**src/rtl/pc_seq_pkg.sv**
```systemverilog
// Shared types and constants for the PC sequencer: FSM state encoding and trap causes.
package pc_seq_pkg;

  typedef enum logic [1:0] {
    ST_FETCH  = 2'd0,
    ST_EXEC   = 2'd1,
    ST_UPDATE = 2'd2,
    ST_HALTED = 2'd3
  } state_e;

  localparam int unsigned CAUSE_W = 2;
  localparam int unsigned TMO_W   = 8;
  localparam int unsigned RET_W   = 32;

  localparam logic [CAUSE_W-1:0] TRAP_NONE     = 2'd0;
  localparam logic [CAUSE_W-1:0] TRAP_MISALIGN = 2'd1;
  localparam logic [CAUSE_W-1:0] TRAP_TIMEOUT  = 2'd2;

endpackage

```
**src/rtl/pc_next_calc.sv**
```systemverilog
// Combinational next-PC selection (jalr > jump > taken branch > sequential) and target alignment check.
module pc_next_calc #(
  parameter int unsigned XLEN = 64
) (
  input  logic [XLEN-1:0] pc_i,
  input  logic            branch_i,
  input  logic            zero_i,
  input  logic            jump_i,
  input  logic            jalr_i,
  input  logic [XLEN-1:0] imm_i,
  input  logic [XLEN-1:0] jalr_base_i,
  output logic [XLEN-1:0] next_pc_c,
  output logic            misalign_c
);

  logic [XLEN-1:0] jalr_sum;
  logic [XLEN-1:0] rel_target;
  logic [XLEN-1:0] seq_target;

  assign jalr_sum   = jalr_base_i + imm_i;
  assign rel_target = pc_i + (imm_i << 1);
  assign seq_target = pc_i + XLEN'(4);

  always_comb begin
    next_pc_c = seq_target;
    if (jalr_i) begin
      next_pc_c = {jalr_sum[XLEN-1:1], 1'b0};
    end else if (jump_i || (branch_i && zero_i)) begin
      next_pc_c = rel_target;
    end
  end

  // Instructions are 4-byte aligned; any low bit set in the target is a fault.
  assign misalign_c = |next_pc_c[1:0];

endmodule

```
**src/rtl/pc_sequencer.sv**
```systemverilog
// Multi-cycle PC controller: fetch handshake with timeout, execute wait, PC update with traps.
module pc_sequencer #(
  parameter int unsigned     XLEN        = 64,
  parameter logic [XLEN-1:0] RESET_PC    = '0,
  parameter logic [XLEN-1:0] TRAP_VECTOR = XLEN'(64'h100),
  parameter int unsigned     FETCH_TMO   = 15
) (
  input  logic            clk,
  input  logic            rst,
  output logic            imem_req,
  output logic [XLEN-1:0] imem_addr,
  input  logic            imem_ack,
  output logic            exec_start,
  input  logic            exec_done,
  input  logic            branch,
  input  logic            zero,
  input  logic            jump,
  input  logic            jalr,
  input  logic [XLEN-1:0] imm,
  input  logic [XLEN-1:0] jalr_base,
  input  logic            halt,
  output logic [XLEN-1:0] pc,
  output logic            trap,
  output logic [1:0]      trap_cause,
  output logic [31:0]     retired
);

  import pc_seq_pkg::*;

  localparam logic [TMO_W-1:0] TMO_LAST = TMO_W'(FETCH_TMO - 1);
  localparam logic [RET_W-1:0] RET_MAX  = '1;

  state_e             state_q, state_d;
  logic [XLEN-1:0]    pc_q, pc_d;
  logic [XLEN-1:0]    next_pc_q, next_pc_d;
  logic               misalign_q, misalign_d;
  logic               halt_q, halt_d;
  logic [TMO_W-1:0]   tmo_q, tmo_d;
  logic [RET_W-1:0]   retired_q, retired_d;
  logic               imem_req_q, imem_req_d;
  logic               exec_start_q, exec_start_d;
  logic               trap_q, trap_d;
  logic [CAUSE_W-1:0] cause_q, cause_d;

  logic [XLEN-1:0]    calc_pc_c;
  logic               calc_misalign_c;

  pc_next_calc #(
    .XLEN (XLEN)
  ) u_next (
    .pc_i        (pc_q),
    .branch_i    (branch),
    .zero_i      (zero),
    .jump_i      (jump),
    .jalr_i      (jalr),
    .imm_i       (imm),
    .jalr_base_i (jalr_base),
    .next_pc_c   (calc_pc_c),
    .misalign_c  (calc_misalign_c)
  );

  always_ff @(posedge clk) begin
    if (rst) begin
      state_q      <= ST_FETCH;
      pc_q         <= RESET_PC;
      next_pc_q    <= RESET_PC;
      misalign_q   <= 1'b0;
      halt_q       <= 1'b0;
      tmo_q        <= '0;
      retired_q    <= '0;
      imem_req_q   <= 1'b0;
      exec_start_q <= 1'b0;
      trap_q       <= 1'b0;
      cause_q      <= TRAP_NONE;
    end else begin
      state_q      <= state_d;
      pc_q         <= pc_d;
      next_pc_q    <= next_pc_d;
      misalign_q   <= misalign_d;
      halt_q       <= halt_d;
      tmo_q        <= tmo_d;
      retired_q    <= retired_d;
      imem_req_q   <= imem_req_d;
      exec_start_q <= exec_start_d;
      trap_q       <= trap_d;
      cause_q      <= cause_d;
    end
  end

  always_comb begin
    state_d      = state_q;
    pc_d         = pc_q;
    next_pc_d    = next_pc_q;
    misalign_d   = misalign_q;
    halt_d       = halt_q;
    tmo_d        = tmo_q;
    retired_d    = retired_q;
    exec_start_d = 1'b0;
    trap_d       = 1'b0;
    cause_d      = cause_q;

    unique case (state_q)
      ST_FETCH: begin
        // The first cycle after reset has no request on the bus yet, so nothing is accepted.
        if (imem_req_q) begin
          if (imem_ack) begin
            state_d      = ST_EXEC;
            exec_start_d = 1'b1;
            tmo_d        = '0;
          end else if (tmo_q == TMO_LAST) begin
            trap_d  = 1'b1;
            cause_d = TRAP_TIMEOUT;
            pc_d    = TRAP_VECTOR;
            tmo_d   = '0;
          end else begin
            tmo_d = tmo_q + TMO_W'(1);
          end
        end
      end
      ST_EXEC: begin
        if (exec_done) begin
          next_pc_d  = calc_pc_c;
          misalign_d = calc_misalign_c;
          halt_d     = halt;
          state_d    = ST_UPDATE;
        end
      end
      ST_UPDATE: begin
        retired_d = (retired_q == RET_MAX) ? retired_q : retired_q + RET_W'(1);
        if (misalign_q) begin
          pc_d    = TRAP_VECTOR;
          trap_d  = 1'b1;
          cause_d = TRAP_MISALIGN;
        end else begin
          pc_d = next_pc_q;
        end
        state_d = halt_q ? ST_HALTED : ST_FETCH;
      end
      ST_HALTED: begin
        state_d = ST_HALTED;
      end
      default: begin
        state_d = ST_FETCH;
      end
    endcase
  end

  // Request is registered and tracks the state being entered.
  assign imem_req_d = (state_d == ST_FETCH);

  assign imem_req   = imem_req_q;
  assign imem_addr  = pc_q;
  assign exec_start = exec_start_q;
  assign pc         = pc_q;
  assign trap       = trap_q;
  assign trap_cause = cause_q;
  assign retired    = retired_q;

endmodule

```
**config.mk**
```make
export PLATFORM = sky130hd
export DESIGN_NAME = pc_sequencer
export DESIGN_NICKNAME = d
export VERILOG_FILES = /design/src/rtl/pc_seq_pkg.sv /design/src/rtl/pc_next_calc.sv /design/src/rtl/pc_sequencer.sv
export SDC_FILE = /design/constraint.sdc
export NUM_CORES = 1
export LEC_CHECK = 0
export ABC_CLOCK_PERIOD_IN_PS = 4400
export CAP_MARGIN = 20
export CORE_AREA = 2 2 186 188
export CTS_BUF_LIST = sky130_fd_sc_hd__clkbuf_2
export DETAILED_ROUTE_END_ITERATION = 6
export DIE_AREA = 0 0 188 190
export MAX_ROUTING_LAYER = met4
export PLACE_DENSITY_LB_ADDON = 0.05
export SYNTH_ARGS = -nofsm -noshare
export SYNTH_HDL_FRONTEND = slang
export SYNTH_SLANG_ARGS = --single-unit
```
**constraint.sdc**
```tcl
create_clock -name clk -period 4.4 [get_ports clk]
set_input_delay 1.32 -clock clk [delete_from_list [all_inputs] [get_ports clk]]
set_output_delay 1.32 -clock clk [all_outputs]
set_load 0.01 [all_outputs]
```
# [After elaboration in Yosys (flattened, before gate mapping)]
# Index checks and enable logic that the tools add are counted.
[word_totals] ff_bits=177 latch_bits=0 ramBits=0 romBits=0 input_bits=137 out_inout_bits=165 word_cells=65 n_memories=0
[op_classes] add_sub_neg=5 multipliers=0 n_div=0 order_cmp=0 n_eq_ne=9 shifts=0 muxes=25 bitwise_logic=3 n_reduce_logical=12
[ops] operator="$mux W64" count=6
[ops] operator="$add A64 B64 Y64" count=2
[ops] operator="$pmux W64 S2" count=1
[ops] operator="$add A64 B3 Y64 const B" count=1
[ops] operator="$add A32 B1 Y32 const B" count=1
[ops] operator="$eq A32 B32 Y1 const B" count=1
[ops] operator="$mux W2" count=8
[ops] operator="$mux W8" count=2
[ops] operator="$add A8 B1 Y8 const B" count=1
[ops] operator="$eq A8 B4 Y1 const B" count=1
[ops] operator="$ne A2 B2 Y1 const B" count=4
[ops] operator="$pmux W2 S4" count=1
[ops] operator="$reduce_and A2 Y1" count=3
[ops] operator="$mux W1" count=5
[ops] operator="$reduce_and A5 Y1" count=1
[ops] operator="$eq A2 B2 Y1 const B" count=2
[ops] operator="$logic_not A2 Y1" count=2
[ops] operator="$pmux W2 S2" count=1
[ops] operator="$reduce_and A4 Y1" count=1
[ops] operator="$not A1 Y1" count=3
[ops] operator="$reduce_or A3 Y1" count=1
[ops] operator="$eq A2 B1 Y1 const B" count=1
[ops] operator="$pmux W1 S2" count=1
[ops] operator="$reduce_bool A2 Y1" count=1
[ops] operator="3 further kinds" count=3

# [Depth between registers and ports, before layout]
# Gate-level depths: netlist of the first run.
[depth] ltp_word=5 depth_mapped=13 mapped_depth_nobuf=13

# [Cells and area by module]
# From an unflattened synthesis of the first run, not the netlist that was laid out.
[unflattened] cells_unflattened=2348 area_unflattened_um2=17164.0
[by_module_without_submodules] mod="pc_next_calc" instances=1 cells_per_inst=1489 area_each_um2=9957.0 seq_area_each_um2=0.0
[by_module_without_submodules] mod="pc_sequencer" instances=1 cells_per_inst=859 area_each_um2=7206.9 seq_area_each_um2=3543.4

# [Least setup slack after synthesis of the first run]
# No wires, ideal clock.
[synth_timing] path_kind="input to register" startpoint="in imm[0]" endpoint="reg next_pc_q[48]" setup_ns=0.103 arrival_time_ns=4.102 required_ns=4.297 slack_ns=0.195 cell_stages=12 path_buffers=0 cell_sequence="and2_1 > fa_1 > a21oi_1 > o22ai_2 > a311o_1 > o311ai_4 > a311oi_2 > a21o_4 > a41o_1 > xnor2_1 > and3_1 > a2111oi_2"
[synth_via] elab_chain_len=3 elab_cells_between_ends=4 classes_between="2 x add/sub; 2 x mux"
[synth_lines] element="start: declaration" line_no="pc_sequencer.sv:19" rtl="input logic [XLEN-1:0] imm,"
[synth_lines] element="$add A64 B64 Y64" line_no="pc_next_calc.sv:21" rtl="assign rel_target = pc_i + (imm_i << 1);"
[synth_lines] element="$mux W64" line_no="pc_next_calc.sv:28" rtl="end else if (jump_i || (branch_i && zero_i)) begin"
[synth_lines] element="$mux W64 *" line_no="pc_next_calc.sv:26" rtl="if (jalr_i) begin"
[synth_lines] element="end signal: assignment" line_no="pc_sequencer.sv:78" rtl="next_pc_q <= next_pc_d;"
[synth_lines] element="end: declaration" line_no="pc_sequencer.sv:35" rtl="logic [XLEN-1:0] next_pc_q, next_pc_d;"
# Mark *: on every way between the ends. The rest lies on a longest branch, timed or not.
# A chain may end at the register's enable or synchronous reset.

# [Worst setup path in the final report of the first run]
[layout_timing] startpoint="in imm[0]" endpoint="reg next_pc_q[47]"
# Same word-level chain as after synthesis.

==> results of run 1 <==
-- cell families after synthesis --
| group | count (synthesis) | share of synthesized area [%] |
|---|---|---|
| AOI/OAI and AO/OA | 709 | 27.9 |
| xor gates and xnor gates | 190 | 9.95 |
| adders and majority gates | 130 | 9.81 |
| buffers and inverters | 238 | 6.92 |
| DFF | 177 | 21.2 |
| muxes | 11 | 0.696 |
| and+or+nand+nor | 812 | 23.5 |
-- tightest hold or removal path, stage by stage (launching register included) --
cell,delay [ns]
dfxtp_1,0.38
nand2_1,0.05
a21oi_1,0.05
-- placed cells by master (no fill, tap or decap), types with 15 or more instances in the layout --
master             n
buf_4            395
clkdlybuf4s50_1  299
nor2_1           281
a21oi_1          203
dfxtp_1          177
nand2_1          165
ha_1             128
o21ai_0          126
xor2_1           107
xnor2_1           83
nand4_1           72
a211oi_1          70
a22oi_1           69
nand3_1           68
a21o_1            54
nor3_1            51
and3_1            41
inv_1             40
a31oi_1           26
o21bai_1          24
clkbuf_2          18
nor2b_1           17
nor4_1            17
and2_1            15
nand2b_1          15
-- synthesized netlist by cell type (9+ instances only) --
cell type	number	area, um2
nor2_1	282	1060
a21oi_1	204	1020
dfxtp_1	177	3540
nand2_1	165	619
ha_1	128	1600
o21ai_0	126	631
clkbuf_1	110	413
xor2_1	107	937
xnor2_1	83	727
nand4_1	72	450
a211oi_1	70	526
a22oi_1	69	518
nand3_1	68	340
buf_4	64	480
a21o_1	55	413
nor3_1	51	255
and3_1	41	257
inv_1	40	150
a31oi_1	26	163
o21bai_1	24	180
nor2b_1	17	106
nor4_1	17	106
buf_2	16	80.1
and2_1	15	93.8
nand2b_1	15	93.8
o211ai_1	14	105
nor3b_1	13	97.6
o21a_1	13	97.6
o31ai_1	13	97.6
or3_1	12	75.1
a311oi_1	10	87.6
and4_1	10	87.6
mux2i_1	9	90.1
-- stage by stage --
step	hold slack, ns	utilization (%)	cell area [um2]	instances	power, mW
2_1_floorplan	0.432	-	16700	2267	2.47
3_3_place_gp	0.439	65.8	22300	3222	3.17
3_5_place_dp	0.449	65.8	22300	3222	3.20
4_1_cts	0.477	66.5	22600	3254	4.17
5_1_grt	0.500	66.6	22600	3255	4.38
6_report	0.477	66.6	22600	3255	4.18
-- where the power goes --
group	total (mW)	switching (mW)	leakage [nW]	internal, mW
registers	1.67	0.0270	1.43	1.65
clock network	0.976	0.690	0.152	0.286
logic	1.53	0.822	7.79	0.712
-- path summary, 6_finish.rpt --
| check | from | end |
|---|---|---|
| max | imm[0] | next_pc_q[47] |
| min | next_pc_q[8] | next_pc_q[8] |
| max reg2reg | imem_addr[18] | next_pc_q[47] |
| min reg2reg | next_pc_q[8] | next_pc_q[8] |
-- per-layer routing --
layer  global-route usage, %  wire length [um]  up-vias  part of all wire [%]
li1                        -                 -     9308                     -
met1                    44.5             27200     9266                    41
met2                    62.3             31800      892                    48
met3                    4.24              4340      180                   6.5
met4                    18.9              3500        0                   5.2
met5                       -                 0        -                     0
-- area by class of cell --
cell class	count	area [um2]	share of cell area (%)
Clock inverter	14	164	0.725
Timing Repair Buffer	698	6020	26.7
Inverter	40	150	0.665
Sequential cell	177	3540	15.7
Antenna cell	1	2.50	0.0111
Multi-Input combinational cell	1852	12100	53.3
Clock buffer	18	90.1	0.399
Tap cell	455	569	2.52
-- state kept, by name (all words and copies together) (netlist names) --
signal and flops:
imem_addr 64, next_pc_q 64, retired 32, tmo_q 8, state_q 2, trap_cause 2, exec_start 1, halt_q 1
imem_req 1, misalign_q 1, trap 1
==> flow_summary_export.csv, run 1 <==
group,metric,value,unit
outcome,status,"completed",
critical_path,cpPeakStageDelay,0.51,ns
synthesis,ys_ff_latch,177,
critical_path,crit_family,"buffers and inverters",
critical_path,path_class,"input port to register",
floorplan,dieArea,35700,um2
cells_and_area,fillers,2927,
power_and_ir_drop,ir_drop,0.152,mV
global_route,antenna_found_initial,2,
place,place.gp.congestion,1.04,
synthesis,yosys_warnings,0,
floorplan,die_w,188,um
global_route,gr-total-overflow,0,
sta,fmax,0.236,GHz
detailed_routing,ant_nets,0,
critical_path,r2r_slack,0.69,ns
clocking,clkTransAtPathRegs,0.27,ns
clocking,ctsLongestPathBuffers,2,
place,place_ws,-0.651,ns
place,place_hpwl,52700,um
critical_path,cp_max_fo,3,
critical_path,worst_path_max_delay_cell,"clkdlybuf4s50_1",
critical_path,worst_ep_arrival_time,4.99,ns
detailed_routing,drtPass1Iterations,5,
floorplan,die_y,190,um
clocking,cts_resized,0,
critical_path,crit_buf_inv,7,
sta,drv_slew,0,
cells_and_area,drive_gt1_share,17.0,%
critical_path,cp-end-kind,"register",
synthesis,yosysSeqAreaShare,21.2,%
clocking,ctsHoldBuffers,0,
sta,finalSetupViolations,0,
critical_path,reg2reg_depth,14,
floorplan,rows,68,
synthesis,async_flop_share,0,%
synthesis,syn_inst,2267,
detailed_routing,drc,0,
synthesis,avgSynthCellArea,7.38,um2
critical_path,crit_chain,"clkdlybuf4s50_1 -> buf_4 -> ha_1 -> inv_1 -> fa_1 -> nand2b_1 -> a211oi_1 -> buf_4 -> o21ai_0 -> a311oi_1 -> buf_4 -> nor3_2 -> o21ai_1 -> buf_4 -> xor2_1 -> a211oi_1 -> buf_4 -> a2111oi_2",
synthesis,synth_area,16700,um2
detailed_routing,via_count,19646,
clocking,post_cts_buffers,0,
worst_hold_path,worstHoldPathCells,2,
sta,hold_viol,0,
cells_and_area,area_delta_synth_final,35.0,%
sta,rsz0062_at_grt,"no",
detailed_routing,via_per_inst,6.04,
critical_path,cp_common_cell,"buf_4",
global_route,grt_pass1_wl,102000,um
place,portBuffers,301,
floorplan,io_pins,302,
clocking,htreeDepth,4,
power_and_ir_drop,power_density,185,nW/um2
sta,clock_skew,0.0685,ns
power_and_ir_drop,power_leakage,9.37,nW
critical_path,worstPathRequired,5.16,ns
clocking,cts_tree,"yes",
clocking,numCtsBuffers,17,
detailed_routing,drt_wl_total,66900,um
synthesis,syn_nets,2534,
sta,fin_ws,0.170,ns
critical_path,cp-start-kind,"input port",
global_route,grt_max_degree,85,
sta,worstMarginPinSlew,0.942,ns
cells_and_area,final_nets,3053,
critical_path,crit_cells,18,
synthesis,synth_ff_type,"dfxtp_1",
sta,fin_crit,4.23,ns
synthesis,synth_edf_count,0,
global_route,grt_usage,37.3,%
sta,finalCritPeriodShare,96.1,%
sta,relSlewSlack,37.2,%
job,max-cap-violations,0,
synthesis,synth_cell_types,93,
detailed_routing,avgRoutedWirePerCell,20.5,um
global_route,grt_pass1_vias,18907,
worst_hold_path,hold_class,"register to register",
sta,tns,0,ns
clocking,cts-root-buf,"clkbuf_2",
clocking,cts_num_sinks,177,
floorplan,core_area,33900,um2
floorplan,start_util,49.3,%
clocking,clock_latency,0.90,ns
detailed_routing,first_iter_violations,1508,
Note: power is estimated with default switching activity, not from simulation.
==> run 2, diff against run 1 <==
Settings changed: TNS_END_PERCENT set to 100.
==> results of run 2 <==
No change in the layout: final DEF, timing and power equal those of run 1.
==> run 3, diff against run 2 <==
Settings changed: ABC_AREA set to 1, CORE_AREA 2 2 186 188 to 2 2 205 207, DIE_AREA 0 0 188 190 to 0 0 207 209.
==> flow_summary_export.csv, run 3 <==
group,metric,value,unit
outcome,status,"finished with violations",
outcome,violations,"design-rule violations",
power_and_ir_drop,switching_power,1.77,mW
place,portBuffers,301,
cells_and_area,fin_area,25000,um2
critical_path,startpoint,"imem_addr[52]",
sta,hold_viol,0,
critical_path,crit_family,"flip-flops",
sta,fin_ws,0.699,ns
synthesis,synth_area_leader_cell,"nand2_1",
clocking,clock_latency,0.92,ns
synthesis,ys_ff_latch,177,
critical_path,r2r_slack,1.33,ns
synthesis,syn_inst,3953,
sta,tns,0,ns
critical_path,endpoint,"pc[52]",
floorplan,die_y,209,um
detailed_routing,via_per_inst,5.64,
worst_hold_path,hold_class,"register to register",
power_and_ir_drop,p_sw_share,42.0,%
global_route,grt_max_degree,70,
detailed_routing,drtPass1Iterations,7,
power_and_ir_drop,power,4.21,mW
place,place.gp.congestion,1.06,
synthesis,synth_ff_type,"dfxtp_1",
synthesis,async_flop_share,0,%
critical_path,path_class,"register to output pin",
detailed_routing,drt_wl_total,97600,um
floorplan,dieArea,43300,um2
detailed_routing,ant_nets,0,
floorplan,core_area,41300,um2
synthesis,synth_area,21200,um2
critical_path,worst_path_max_delay_cell,"dfxtp_1",
power_and_ir_drop,clkPwrFrac,20.9,%
synthesis,avgSynthCellArea,5.36,um2
sta,drv_slew,0,
critical_path,worst_ep_arrival_time,2.38,ns
clocking,ctsLongestPathBuffers,2,
place,place_hpwl,81000,um
critical_path,worstPathRequired,3.08,ns
clocking,clkTransAtPathRegs,0.32,ns
critical_path,cp-start-kind,"register",
sta,finalSetupViolations,0,
synthesis,synth.top_cells.by_area,"nand2_1 (26%), dfxtp_1 (17%), inv_1 (11%)",
synthesis,synth.top_cell.area_share,25.6,%
detailed_routing,first_iter_violations,3220,
clocking,cts_num_sinks,177,
sta,clock_skew,0.0607,ns
synthesis,yosys_warnings,0,
critical_path,cpPeakStageDelay,0.81,ns
sta,relSlewSlack,33.7,%
synthesis,yosysSeqAreaShare,16.7,%
detailed_routing,avgRoutedWirePerCell,20.4,um
global_route,grt_pass1_wl,144000,um
floorplan,die_w,207,um
critical_path,crit_cells,1,
power_and_ir_drop,seq_power_share,40.6,%
synthesis,synth_common_cells,"nand2_1 (1443), inv_1 (613), nor2_1 (403)",
global_route,gr-total-overflow,0,
place,place_ws,0.212,ns
global_route,grt_usage,45.0,%
power_and_ir_drop,power_leakage,12.0,nW
synthesis,synth_edf_count,0,
synthesis,syn_nets,4220,
cells_and_area,multiInputGateArea,14500,um2
critical_path,cp-end-kind,"output pin",
power_and_ir_drop,power_density,168,nW/um2
detailed_routing,via_count,26971,
critical_path,reg2reg_depth,10,
clocking,htreeDepth,4,
sta,finalCritPeriodShare,84.1,%
power_and_ir_drop,internal-power,2.44,mW
sta,fin_crit,3.70,ns
detailed_routing,drc,1,
place,placed_cell_area,24800,um2
floorplan,start_util,51.3,%
cells_and_area,area_delta_synth_final,18.2,%
sta,fmax,0.270,GHz
critical_path,crit_chain,"clkdlybuf4s50_1",
critical_path,r2r-end,"next_pc_q[51]",
cells_and_area,fin_util,60.7,%
job,max-cap-violations,0,
floorplan,io_pins,302,
cells_and_area,seq_area,3540,um2
global_route,antenna_found_initial,3,
critical_path,rr_startpoint,"imem_addr[23]",
clocking,cts_tree,"yes",
sta,rsz0062_at_grt,"no",
critical_path,cp_max_fo,7,
clocking,ctsHoldBuffers,0,
synthesis,synth_cell_types,49,
global_route,grt_pass1_vias,24336,
cells_and_area,final_nets,4493,
sta,worstMarginPinSlew,0.995,ns
synthesis,synth.most_common_cell,"nand2_1",
clocking,cts-root-buf,"clkbuf_2",
floorplan,rows,75,
critical_path,crit_buf_inv,1,
cells_and_area,final_cell_mix,"nand2_1 (1443), inv_1 (612), nor2_1 (402)",
clocking,cts_resized,0,
clocking,numCtsBuffers,17,
cells_and_area,drive_gt1_share,4.15,%
cells_and_area,fillers,4362,
power_and_ir_drop,ir_drop,0.158,mV
power_and_ir_drop,p_comb_share,38.5,%
clocking,post_cts_buffers,0,
cells_and_area,final_common_cell,"nand2_1",
## run 3: worst min path at each step
stage             startpoint            end  slack [ns]  depth (start not counted)
2_1_floorplan     state_q[1]     exec_start        0.44                          1
3_3_place_gp   next_pc_q[23]  imem_addr[23]        0.45                          2
3_5_place_dp   next_pc_q[44]  imem_addr[44]        0.45                          2
4_1_cts        next_pc_q[30]  imem_addr[30]        0.46                          2
5_1_grt        next_pc_q[30]  imem_addr[30]        0.49                          2
6_report       next_pc_q[30]  imem_addr[30]        0.44                          2
## run 3: kinds of logic after synthesis
logic type | synth area share, %
AO/OA/AOI/OAI | 13.0
flip-flops | 16.7
XOR/XNOR | 3.56
buffers and inverters | 14.8
adder cells (fa/ha/maj) | 7.75
AND/OR/NAND/NOR | 44.1
## run 3: layer usage
metal / wire length [um] / vias to the layer above / track usage (%) / part of all wire, %
met3: 10000 / 348 / 6.73 / 10
met2: 41300 / 1671 / 67.6 / 42
met1: 37900 / 12022 / 54.9 / 39
li1: - / 12930 / - / -
met4: 8340 / 0 / 33.0 / 8.5
met5: 0 / - / - / 0
## run 3: cell type report
type                            count  share of cell area (%)
Multi-Input combinational cell   3009                    58.0
Timing Repair Buffer              393                    14.9
Sequential cell                   177                    14.1
Inverter                          628                    9.42
Tap cell                          539                    2.69
Clock inverter                     11                   0.430
Clock buffer                       19                   0.380
Antenna cell                        3                  0.0300
## run 3: stage by stage
stage	instances	hold slack, ns
floorplan	3953	0.436
global placement	4746	0.446
detailed placement	4746	0.452
CTS	4776	0.456
global route	4779	0.489
finish	4779	0.443
## run 3: power by group through the flow
stage                     Sequential (mW)  Clock [mW]  Combinational [mW]
after global placement               1.73           0                1.56
after global routing                 1.71       0.918                1.75
after floorplan                      1.72           0               0.904
final                                1.71       0.878                1.62
after detailed placement             1.73           0                1.56
after CTS                            1.70       0.864                1.57
